===== config.mk =====
export PLATFORM = sky130hd
export DESIGN_NAME = l1_dcache_ctrl_flat
export DESIGN_NICKNAME = d
export VERILOG_FILES = /design/src/rtl/l1_dcache_ctrl_if.sv /design/src/rtl/l1_dcache_ctrl.sv /design/src/flat_wrapper.sv
export SDC_FILE = /design/constraint.sdc
export NUM_CORES = 1
export LEC_CHECK = 0
export ABC_AREA = 0
export CORE_AREA = 10 10 214 216
export CTS_BUF_LIST = sky130_fd_sc_hd__clkbuf_4
export DETAILED_ROUTE_END_ITERATION = 16
export DIE_AREA = 0 0 224 226
export PLACE_DENSITY = 0.63
export SYNTH_ARGS = -nofsm -noshare
export SYNTH_HDL_FRONTEND = slang
export SYNTH_SLANG_ARGS = --single-unit

===== constraint.sdc =====
create_clock -name clk_i -period 4.2 [get_ports clk_i]
set_input_delay 0.63 -clock clk_i [delete_from_list [all_inputs] [get_ports clk_i]]
set_output_delay 0.63 -clock clk_i [all_outputs]
set_load 0.02 [all_outputs]

===== src/rtl/l1_dcache_ctrl_if.sv =====
// CPU-side request/response bus of the L1 data cache controller.
interface l1_dcache_ctrl_if #(
  parameter int ADDR_W = 19,
  parameter int WORD_W = 32
);
  // Handshake: a request transfers on the rising edge where cpu_req and
  // cpu_ready are both high. cpu_we/cpu_addr/cpu_wdata are sampled at that
  // edge only. Completion is a one-cycle cpu_valid pulse with no backpressure.
  // cpu_rdata carries read data with the pulse and holds until the next
  // completion. cpu_ready may already be high in the cycle cpu_valid pulses.
  logic              cpu_req;
  logic              cpu_we;
  logic [ADDR_W-1:0] cpu_addr;
  logic [WORD_W-1:0] cpu_wdata;
  logic              cpu_ready;
  logic              cpu_valid;
  logic [WORD_W-1:0] cpu_rdata;

  modport master (
    output cpu_req, cpu_we, cpu_addr, cpu_wdata,
    input  cpu_ready, cpu_valid, cpu_rdata
  );

  modport slave (
    input  cpu_req, cpu_we, cpu_addr, cpu_wdata,
    output cpu_ready, cpu_valid, cpu_rdata
  );
endinterface


===== src/rtl/l1_dcache_ctrl.sv =====
// Direct-mapped, write-through, no-write-allocate L1 data cache controller.
// Sequences a single-port tag/valid RAM and data RAM (read-first, 1-cycle
// latency), refills lines from memory and writes words through to memory.
// Valid bits are swept to zero after reset and on flush.
module l1_dcache_ctrl #(
  parameter  int TAG_W  = 9,
  parameter  int IDX_W  = 6,
  parameter  int OFF_W  = 4,
  parameter  int LINE_W = 128,
  parameter  int WORD_W = 32,
  localparam int ADDR_W = TAG_W + IDX_W + OFF_W
) (
  input  logic                clk_i,
  input  logic                rst_i,
  input  logic                flush_i,
  l1_dcache_ctrl_if.slave     cpu,
  output logic                busy_o,
  // tag/valid RAM, data = {valid, tag}
  output logic                tgv_we_o,
  output logic [IDX_W-1:0]    tgv_addr_o,
  output logic [TAG_W:0]      tgv_data_o,
  input  logic [TAG_W:0]      tgv_data_i,
  // data RAM
  output logic                data_we_o,
  output logic [IDX_W-1:0]    data_addr_o,
  output logic [LINE_W-1:0]   data_wdata_o,
  input  logic [LINE_W-1:0]   data_rdata_i,
  // next-level memory
  output logic                mem_req_o,
  output logic                mem_we_o,
  output logic [ADDR_W-1:0]   mem_addr_o,
  output logic [WORD_W-1:0]   mem_wdata_o,
  input  logic                mem_ack_i,
  input  logic [LINE_W-1:0]   mem_rdata_i,
  // controller state, for observation only
  output logic [2:0]          dbg_state_o
);

  localparam logic [IDX_W-1:0]  LAST_IDX  = IDX_W'((2 ** IDX_W) - 1);
  localparam logic [ADDR_W-1:0] WORD_MSK  = ~ADDR_W'(3);

  typedef enum logic [2:0] {
    S_INIT   = 3'd0,
    S_IDLE   = 3'd1,
    S_LOOKUP = 3'd2,
    S_REFILL = 3'd3,
    S_FILL   = 3'd4,
    S_MEM_WR = 3'd5,
    S_FLUSH  = 3'd6
  } state_t;

  state_t              r_state;
  state_t              w_state_nxt;
  logic [IDX_W-1:0]    r_cnt;
  logic [ADDR_W-1:0]   r_addr;
  logic                r_we;
  logic [WORD_W-1:0]   r_wdata;
  logic [LINE_W-1:0]   r_line;
  logic                r_cpu_valid;
  logic [WORD_W-1:0]   r_cpu_rdata;

  logic [TAG_W-1:0]    w_tag;
  logic [IDX_W-1:0]    w_idx;
  logic [IDX_W-1:0]    w_cpu_idx;
  logic [OFF_W-3:0]    w_sel;
  int                  w_sel_lsb;
  logic                w_hit;
  logic [WORD_W-1:0]   w_ram_word;
  logic [WORD_W-1:0]   w_line_word;
  logic [LINE_W-1:0]   w_merged;
  logic                w_accept;
  logic                w_valid_set;
  logic                w_rdata_load;
  logic [WORD_W-1:0]   w_rdata_val;

  assign w_tag       = r_addr[ADDR_W-1 -: TAG_W];
  assign w_idx       = r_addr[OFF_W +: IDX_W];
  assign w_cpu_idx   = cpu.cpu_addr[OFF_W +: IDX_W];
  assign w_sel       = r_addr[OFF_W-1:2];
  assign w_sel_lsb   = int'(w_sel) * WORD_W;
  assign w_hit       = tgv_data_i[TAG_W] & (tgv_data_i[TAG_W-1:0] == w_tag);
  assign w_ram_word  = data_rdata_i[w_sel_lsb +: WORD_W];
  assign w_line_word = r_line[w_sel_lsb +: WORD_W];

  assign cpu.cpu_valid = r_cpu_valid;
  assign cpu.cpu_rdata = r_cpu_rdata;
  assign dbg_state_o   = r_state;

  // Write-hit merge: the line just read, with the addressed word replaced.
  always_comb begin
    w_merged = data_rdata_i;
    w_merged[w_sel_lsb +: WORD_W] = r_wdata;
  end

  // State register; reset always restarts the valid-bit sweep.
  always_ff @(posedge clk_i) begin
    if (rst_i) r_state <= S_INIT;
    else       r_state <= w_state_nxt;
  end

  // Next state and all RAM/memory/CPU control outputs.
  always_comb begin
    w_state_nxt   = r_state;
    cpu.cpu_ready = 1'b0;
    busy_o        = 1'b0;
    tgv_we_o      = 1'b0;
    tgv_addr_o    = w_idx;
    tgv_data_o    = '0;
    data_we_o     = 1'b0;
    data_addr_o   = w_idx;
    data_wdata_o  = '0;
    mem_req_o     = 1'b0;
    mem_we_o      = 1'b0;
    mem_addr_o    = '0;
    mem_wdata_o   = '0;
    w_accept      = 1'b0;
    w_valid_set   = 1'b0;
    w_rdata_load  = 1'b0;
    w_rdata_val   = '0;
    case (r_state)
      S_INIT, S_FLUSH: begin
        busy_o      = 1'b1;
        tgv_we_o    = 1'b1;
        tgv_addr_o  = r_cnt;
        data_addr_o = r_cnt;
        if (r_cnt == LAST_IDX) w_state_nxt = S_IDLE;
      end
      S_IDLE: begin
        cpu.cpu_ready = 1'b1;
        // Present the index now so tag and data are ready in LOOKUP.
        tgv_addr_o    = w_cpu_idx;
        data_addr_o   = w_cpu_idx;
        if (flush_i) begin
          w_state_nxt = S_FLUSH;
        end else if (cpu.cpu_req) begin
          w_accept    = 1'b1;
          w_state_nxt = S_LOOKUP;
        end
      end
      S_LOOKUP: begin
        if (w_hit && !r_we) begin
          w_rdata_load = 1'b1;
          w_rdata_val  = w_ram_word;
          w_valid_set  = 1'b1;
          w_state_nxt  = S_IDLE;
        end else if (w_hit && r_we) begin
          data_we_o    = 1'b1;
          data_wdata_o = w_merged;
          w_state_nxt  = S_MEM_WR;
        end else if (!r_we) begin
          w_state_nxt  = S_REFILL;
        end else begin
          // Write miss: no allocate, memory write only.
          w_state_nxt  = S_MEM_WR;
        end
      end
      S_REFILL: begin
        mem_req_o  = 1'b1;
        mem_addr_o = {w_tag, w_idx, OFF_W'(0)};
        if (mem_ack_i) w_state_nxt = S_FILL;
      end
      S_FILL: begin
        tgv_we_o     = 1'b1;
        tgv_data_o   = {1'b1, w_tag};
        data_we_o    = 1'b1;
        data_wdata_o = r_line;
        w_rdata_load = 1'b1;
        w_rdata_val  = w_line_word;
        w_valid_set  = 1'b1;
        w_state_nxt  = S_IDLE;
      end
      S_MEM_WR: begin
        mem_req_o   = 1'b1;
        mem_we_o    = 1'b1;
        mem_addr_o  = r_addr & WORD_MSK;
        mem_wdata_o = r_wdata;
        if (mem_ack_i) begin
          w_valid_set = 1'b1;
          w_state_nxt = S_IDLE;
        end
      end
      default: w_state_nxt = S_INIT;
    endcase
  end

  // Datapath: sweep counter, request latch, refill line, CPU response.
  always_ff @(posedge clk_i) begin
    if (rst_i) begin
      r_cnt       <= '0;
      r_addr      <= '0;
      r_we        <= 1'b0;
      r_wdata     <= '0;
      r_line      <= '0;
      r_cpu_valid <= 1'b0;
      r_cpu_rdata <= '0;
    end else begin
      if (r_state == S_INIT || r_state == S_FLUSH) r_cnt <= r_cnt + IDX_W'(1);
      else                                         r_cnt <= '0;
      if (w_accept) begin
        r_addr  <= cpu.cpu_addr;
        r_we    <= cpu.cpu_we;
        r_wdata <= cpu.cpu_wdata;
      end
      if (r_state == S_REFILL && mem_ack_i) r_line <= mem_rdata_i;
      r_cpu_valid <= w_valid_set;
      if (w_rdata_load) r_cpu_rdata <= w_rdata_val;
    end
  end

endmodule


===== src/flat_wrapper.sv =====
// flat-port wrapper written by rule: the top's interface ports become plain ports
module l1_dcache_ctrl_flat 
#(
  parameter  int TAG_W  = 9,
  parameter  int IDX_W  = 6,
  parameter  int OFF_W  = 4,
  parameter  int LINE_W = 128,
  parameter  int WORD_W = 32,
  localparam int ADDR_W = TAG_W + IDX_W + OFF_W
)
  (clk_i, rst_i, flush_i, busy_o, tgv_we_o, tgv_addr_o, tgv_data_o, tgv_data_i, data_we_o, data_addr_o, data_wdata_o, data_rdata_i, mem_req_o, mem_we_o, mem_addr_o, mem_wdata_o, mem_ack_i, mem_rdata_i, dbg_state_o, cpu_cpu_req, cpu_cpu_we, cpu_cpu_addr, cpu_cpu_wdata, cpu_cpu_ready, cpu_cpu_valid, cpu_cpu_rdata);
  l1_dcache_ctrl_if #(.ADDR_W(19), .WORD_W(WORD_W)) cpu_i ();
  input  logic clk_i;
  input  logic rst_i;
  input  logic flush_i;
  output logic busy_o;
  output logic tgv_we_o;
  output logic [IDX_W-1:0] tgv_addr_o;
  output logic [TAG_W:0] tgv_data_o;
  input  logic [TAG_W:0] tgv_data_i;
  output logic data_we_o;
  output logic [IDX_W-1:0] data_addr_o;
  output logic [LINE_W-1:0] data_wdata_o;
  input  logic [LINE_W-1:0] data_rdata_i;
  output logic mem_req_o;
  output logic mem_we_o;
  output logic [ADDR_W-1:0] mem_addr_o;
  output logic [WORD_W-1:0] mem_wdata_o;
  input  logic mem_ack_i;
  input  logic [LINE_W-1:0] mem_rdata_i;
  output logic [2:0] dbg_state_o;
  input wire logic [$bits(cpu_i.cpu_req)-1:0] cpu_cpu_req;
  input wire logic [$bits(cpu_i.cpu_we)-1:0] cpu_cpu_we;
  input wire logic [$bits(cpu_i.cpu_addr)-1:0] cpu_cpu_addr;
  input wire logic [$bits(cpu_i.cpu_wdata)-1:0] cpu_cpu_wdata;
  output wire logic [$bits(cpu_i.cpu_ready)-1:0] cpu_cpu_ready;
  output wire logic [$bits(cpu_i.cpu_valid)-1:0] cpu_cpu_valid;
  output wire logic [$bits(cpu_i.cpu_rdata)-1:0] cpu_cpu_rdata;
  assign cpu_i.cpu_req = cpu_cpu_req;
  assign cpu_i.cpu_we = cpu_cpu_we;
  assign cpu_i.cpu_addr = cpu_cpu_addr;
  assign cpu_i.cpu_wdata = cpu_cpu_wdata;
  assign cpu_cpu_ready = cpu_i.cpu_ready;
  assign cpu_cpu_valid = cpu_i.cpu_valid;
  assign cpu_cpu_rdata = cpu_i.cpu_rdata;
  l1_dcache_ctrl #(.TAG_W(TAG_W), .IDX_W(IDX_W), .OFF_W(OFF_W), .LINE_W(LINE_W), .WORD_W(WORD_W)) u_core (.clk_i(clk_i), .rst_i(rst_i), .flush_i(flush_i), .cpu(cpu_i), .busy_o(busy_o), .tgv_we_o(tgv_we_o), .tgv_addr_o(tgv_addr_o), .tgv_data_o(tgv_data_o), .tgv_data_i(tgv_data_i), .data_we_o(data_we_o), .data_addr_o(data_addr_o), .data_wdata_o(data_wdata_o), .data_rdata_i(data_rdata_i), .mem_req_o(mem_req_o), .mem_we_o(mem_we_o), .mem_addr_o(mem_addr_o), .mem_wdata_o(mem_wdata_o), .mem_ack_i(mem_ack_i), .mem_rdata_i(mem_rdata_i), .dbg_state_o(dbg_state_o));
endmodule

==> flow_metrics.tcl <==
set metrics [dict create \
    dp_hpwl_mm 48.8 \
    die_w_um 224 \
    cpPeakStageDelay_ps 700 \
    worst_ep_arrival_time_ps 3400 \
    synthFlopType "dfxtp_1" \
    grt_max_degree 91 \
    h-tree-depth 3 \
    synth.yosys.seq_area_share 0.338 \
    ios 566 \
    hp-class "primary input to flop" \
    cts_buffers 68 \
    p_per_area_nw_per_um2 255 \
    tightest_slew_ps 884 \
    ctsHoldBuffers 0 \
    synth.cell_area_sq_um 13000 \
    antenna_left 0 \
    seqCellArea_sq_um 4410 \
    r2r_start "u_core.dbg_state_o[0]$_SDFFE_PP0P_" \
    row_count 75 \
    worst_clock_skew_ps 58.4 \
    drive_above_1_share 0.103 \
    start_util 0.314 \
    totalWireLength_mm 70.3 \
    vias 15700 \
    startpoint_type "flop" \
    dieHeight_um 226 \
    slew_headroom 0.411 \
    max_freq_ghz 0.248 \
    cts.sinks 220 \
    fillers 4140 \
    yosysTopAreaCell "dfxtp_1" \
    area_delta_synth_final_pct 53.0 \
    path_max_fanout 21 \
    p_leak_nw 6.73 \
    rr_endpoint "u_core.r_addr[8]$_SDFFE_PP0P_" \
    critPathSlowestCell "clkdlybuf4s50_1" \
    portBuffers 561 \
    clockRootBuffer "clkbuf_4" \
    ys_async_sr_fraction 0 \
    first_pass_iters 5 \
    synth_top_area_frac 0.338 \
    reg2reg_slack_ps 1380 \
    ir_drop_mv 0.180 \
    outcome "completed" \
    syn-instance-count 1757 \
    hold_violations 0 \
    dieArea_sq_um 50600 \
    multi_input_area_sq_um 7940 \
    ys_ff_latch 220 \
    crit_required_ps 3570 \
    power_mw 5.08 \
    synth_edf_count 0 \
    synth_cell_types 48 \
    setup_viol_count_final 0 \
    drc 0 \
    cts_buffer_depth 3 \
    gp_congestion 0.930 \
    antenna_found_initial 15 \
    hold-path-cell-count 2 \
    clk_latency_ps 750 \
    gr-usage-all-layers 0.263 \
    overflow 0 \
    cp-end-kind "primary output" \
    worst-setup-path-type "flop to primary output" \
    yosysWarnings 0 \
    rr_worst_depth 7 \
    drtIter0Drc 1495 \
    vias_per_cell 5.51 \
    fin_crit_ps 4030 \
    wl_per_cell_um 24.7 \
    ys_top_cells_by_area "dfxtp_1, nand2_1, a21oi_1, mux4_2, nor2b_1" \
    maxCapViolCount 0 \
    rsz0062_at_grt "no" \
    holdPathEnd "u_core.r_line[63]$_SDFFE_PP0P_" \
    slew_viol_final 0 \
    path_cells "inv_1, ha_2, nor4bb_4, buf_6, a21oi_1, o21ai_0, clkdlybuf4s50_1" \
    fin_nets 2591 \
    hold_path_startpoint "rst_i" \
    cts.clk_slew.worst_paths_ps 60 \
    grt_pass1_wl_mm 101 \
    tns_ps 0 \
    coreArea_sq_um 41600 \
    avgSynthCellArea_sq_um 7.42 \
    grt_pass1_vias 15600 \
    post-route-period-util 0.959 \
    cts_tree "yes" \
]
-- flip-flops by register name, summed over array words and instances, names as in the netlist --
register / flops
u_core.cpu.cpu_rdata: 32
u_core.r_addr: 17
u_core.cpu.cpu_valid: 1
u_core.r_line: 128
u_core.r_we: 1
u_core.r_wdata: 32
u_core.r_cnt: 6
u_core.dbg_state_o: 3
-- worst max-delay path by stage --
| stage | startpoint | endpoint | slack [ps] | cells past startpoint |
|---|---|---|---|---|
| 2_1_floorplan | u_core.r_addr[3]$_SDFFE_PP0P_ | data_wdata_o[10] | 920 | 9 |
| 3_3_place_gp | tgv_data_i[8] | data_wdata_o[31] | 180 | 9 |
| 3_5_place_dp | tgv_data_i[8] | data_wdata_o[90] | 130 | 9 |
| 4_1_cts | u_core.r_addr[18]$_SDFFE_PP0P_ | data_wdata_o[90] | 50 | 8 |
| 5_1_grt | u_core.r_addr[18]$_SDFFE_PP0P_ | data_wdata_o[59] | 10 | 8 |
| 6_report | u_core.r_addr[2]$_SDFFE_PP0P_ | data_wdata_o[3] | 170 | 7 |
-- final cells by class --
class / count / area share
well taps: 539 / 0.0338
clock buffers: 88 / 0.0331
clock inverters: 17 / 0.00696
repair buffers: 603 / 0.305
flip-flops and latches: 220 / 0.221
diodes: 9 / 0.00113
inverters: 5 / 0.00107
multi-input cells: 1364 / 0.398
-- report_power, final --
| group | switching, mW | internal (mW) | total (mW) |
|---|---|---|---|
| registers | 0.0305 | 2.11 | 2.14 |
| clock network | 1.01 | 1.09 | 2.11 |
| logic | 0.393 | 0.444 | 0.837 |
-- Yosys cell counts, types with 3 or more instances --
| cell | number |
|---|---|
| dfxtp_1 | 220 |
| and2_1 | 16 |
| nand3_1 | 36 |
| buf_2 | 30 |
| a22oi_1 | 38 |
| o21ai_2 | 9 |
| nor2b_1 | 129 |
| buf_1 | 4 |
| xnor2_1 | 5 |
| buf_4 | 12 |
| inv_1 | 3 |
| nor3_1 | 9 |
| clkbuf_1 | 111 |
| nand2_1 | 503 |
| a21oi_1 | 344 |
| and3_1 | 47 |
| nor2_1 | 6 |
| clkbuf_2 | 9 |
| xor2_1 | 8 |
| mux4_2 | 64 |
| ha_1 | 6 |
| o21ai_0 | 120 |
-- what timing repair did --
| action | in CTS | in global routing |
|---|---|---|
| buffers inserted | 2 | 0 |
| endpoints found under the setup margin | 77 | 5 |
| gates resized for setup | 12 | 5 |
| pin swaps | 0 | 0 |
-- critical path, delay by kind of cell, from the launching register on --
| kind | cells | cell delay [ps] |
|---|---|---|
| flip-flops | 1 | 350 |
| AO/OA/AOI/OAI | 2 | 390 |
| adder cells (fa/ha/maj) | 1 | 370 |
| AND/OR/NAND/NOR | 1 | 310 |
| buffers and inverters | 3 | 1230 |
-- routing by layer --
| metal | wire length [um] | global-route usage | vias to the layer above |
|---|---|---|---|
| met5 | 80 | 0 | - |
| met4 | 2370 | 0.118 | 14 |
| met3 | 7350 | 0.0803 | 172 |
| met2 | 33500 | 0.434 | 891 |
| met1 | 27000 | 0.309 | 7525 |
| li1 | - | - | 7072 |
-- through the flow --
stage | setup slack [ps] | cell area [sq um] | hold WS (ps) | cells | utilization
after floorplan | 917 | 13000 | 445 | 1758 | -
after global placement | 183 | 19100 | 450 | 2729 | 0.459
after detailed placement | 127 | 19100 | 454 | 2729 | 0.459
after CTS | 54.3 | 19900 | 339 | 2836 | 0.479
after global routing | 12.9 | 19900 | 376 | 2844 | 0.480
final | 171 | 19900 | 411 | 2845 | 0.480
-- cell families (layout without fill, tap and decap cells) --
logic type,Yosys count,count (layout),share of synthesized area
AND/OR/NAND/NOR,761,761,0.267
XOR/XNOR,13,13,0.00873
adder cells (fa/ha/maj),6,6,0.00576
other,1,11,0.000288
multiplexers,64,64,0.111
flip-flops,220,220,0.338
buffers and inverters,174,713,0.0600
AO/OA/AOI/OAI,518,518,0.210
-- cell usage in the layout, fill, tap and decap left out, types with 5 or more instances in the layout --
cell and count:
a21oi_1 344, and2_1 16, dfxtp_1 217, xnor2_1 5
o21ai_2 9, nand2_1 502, and3_1 45, a22oi_1 38
diode_2 9, nor2b_1 129, clkinv_1 10, xor2_1 8
buf_12 10, clkbuf_4 88, nor2_1 6, buf_4 29
nand3_1 34, nor3_1 7, clkdlybuf4s50_1 555, mux4_2 64
o21ai_0 117
Power figures use the tool's default switching activity.
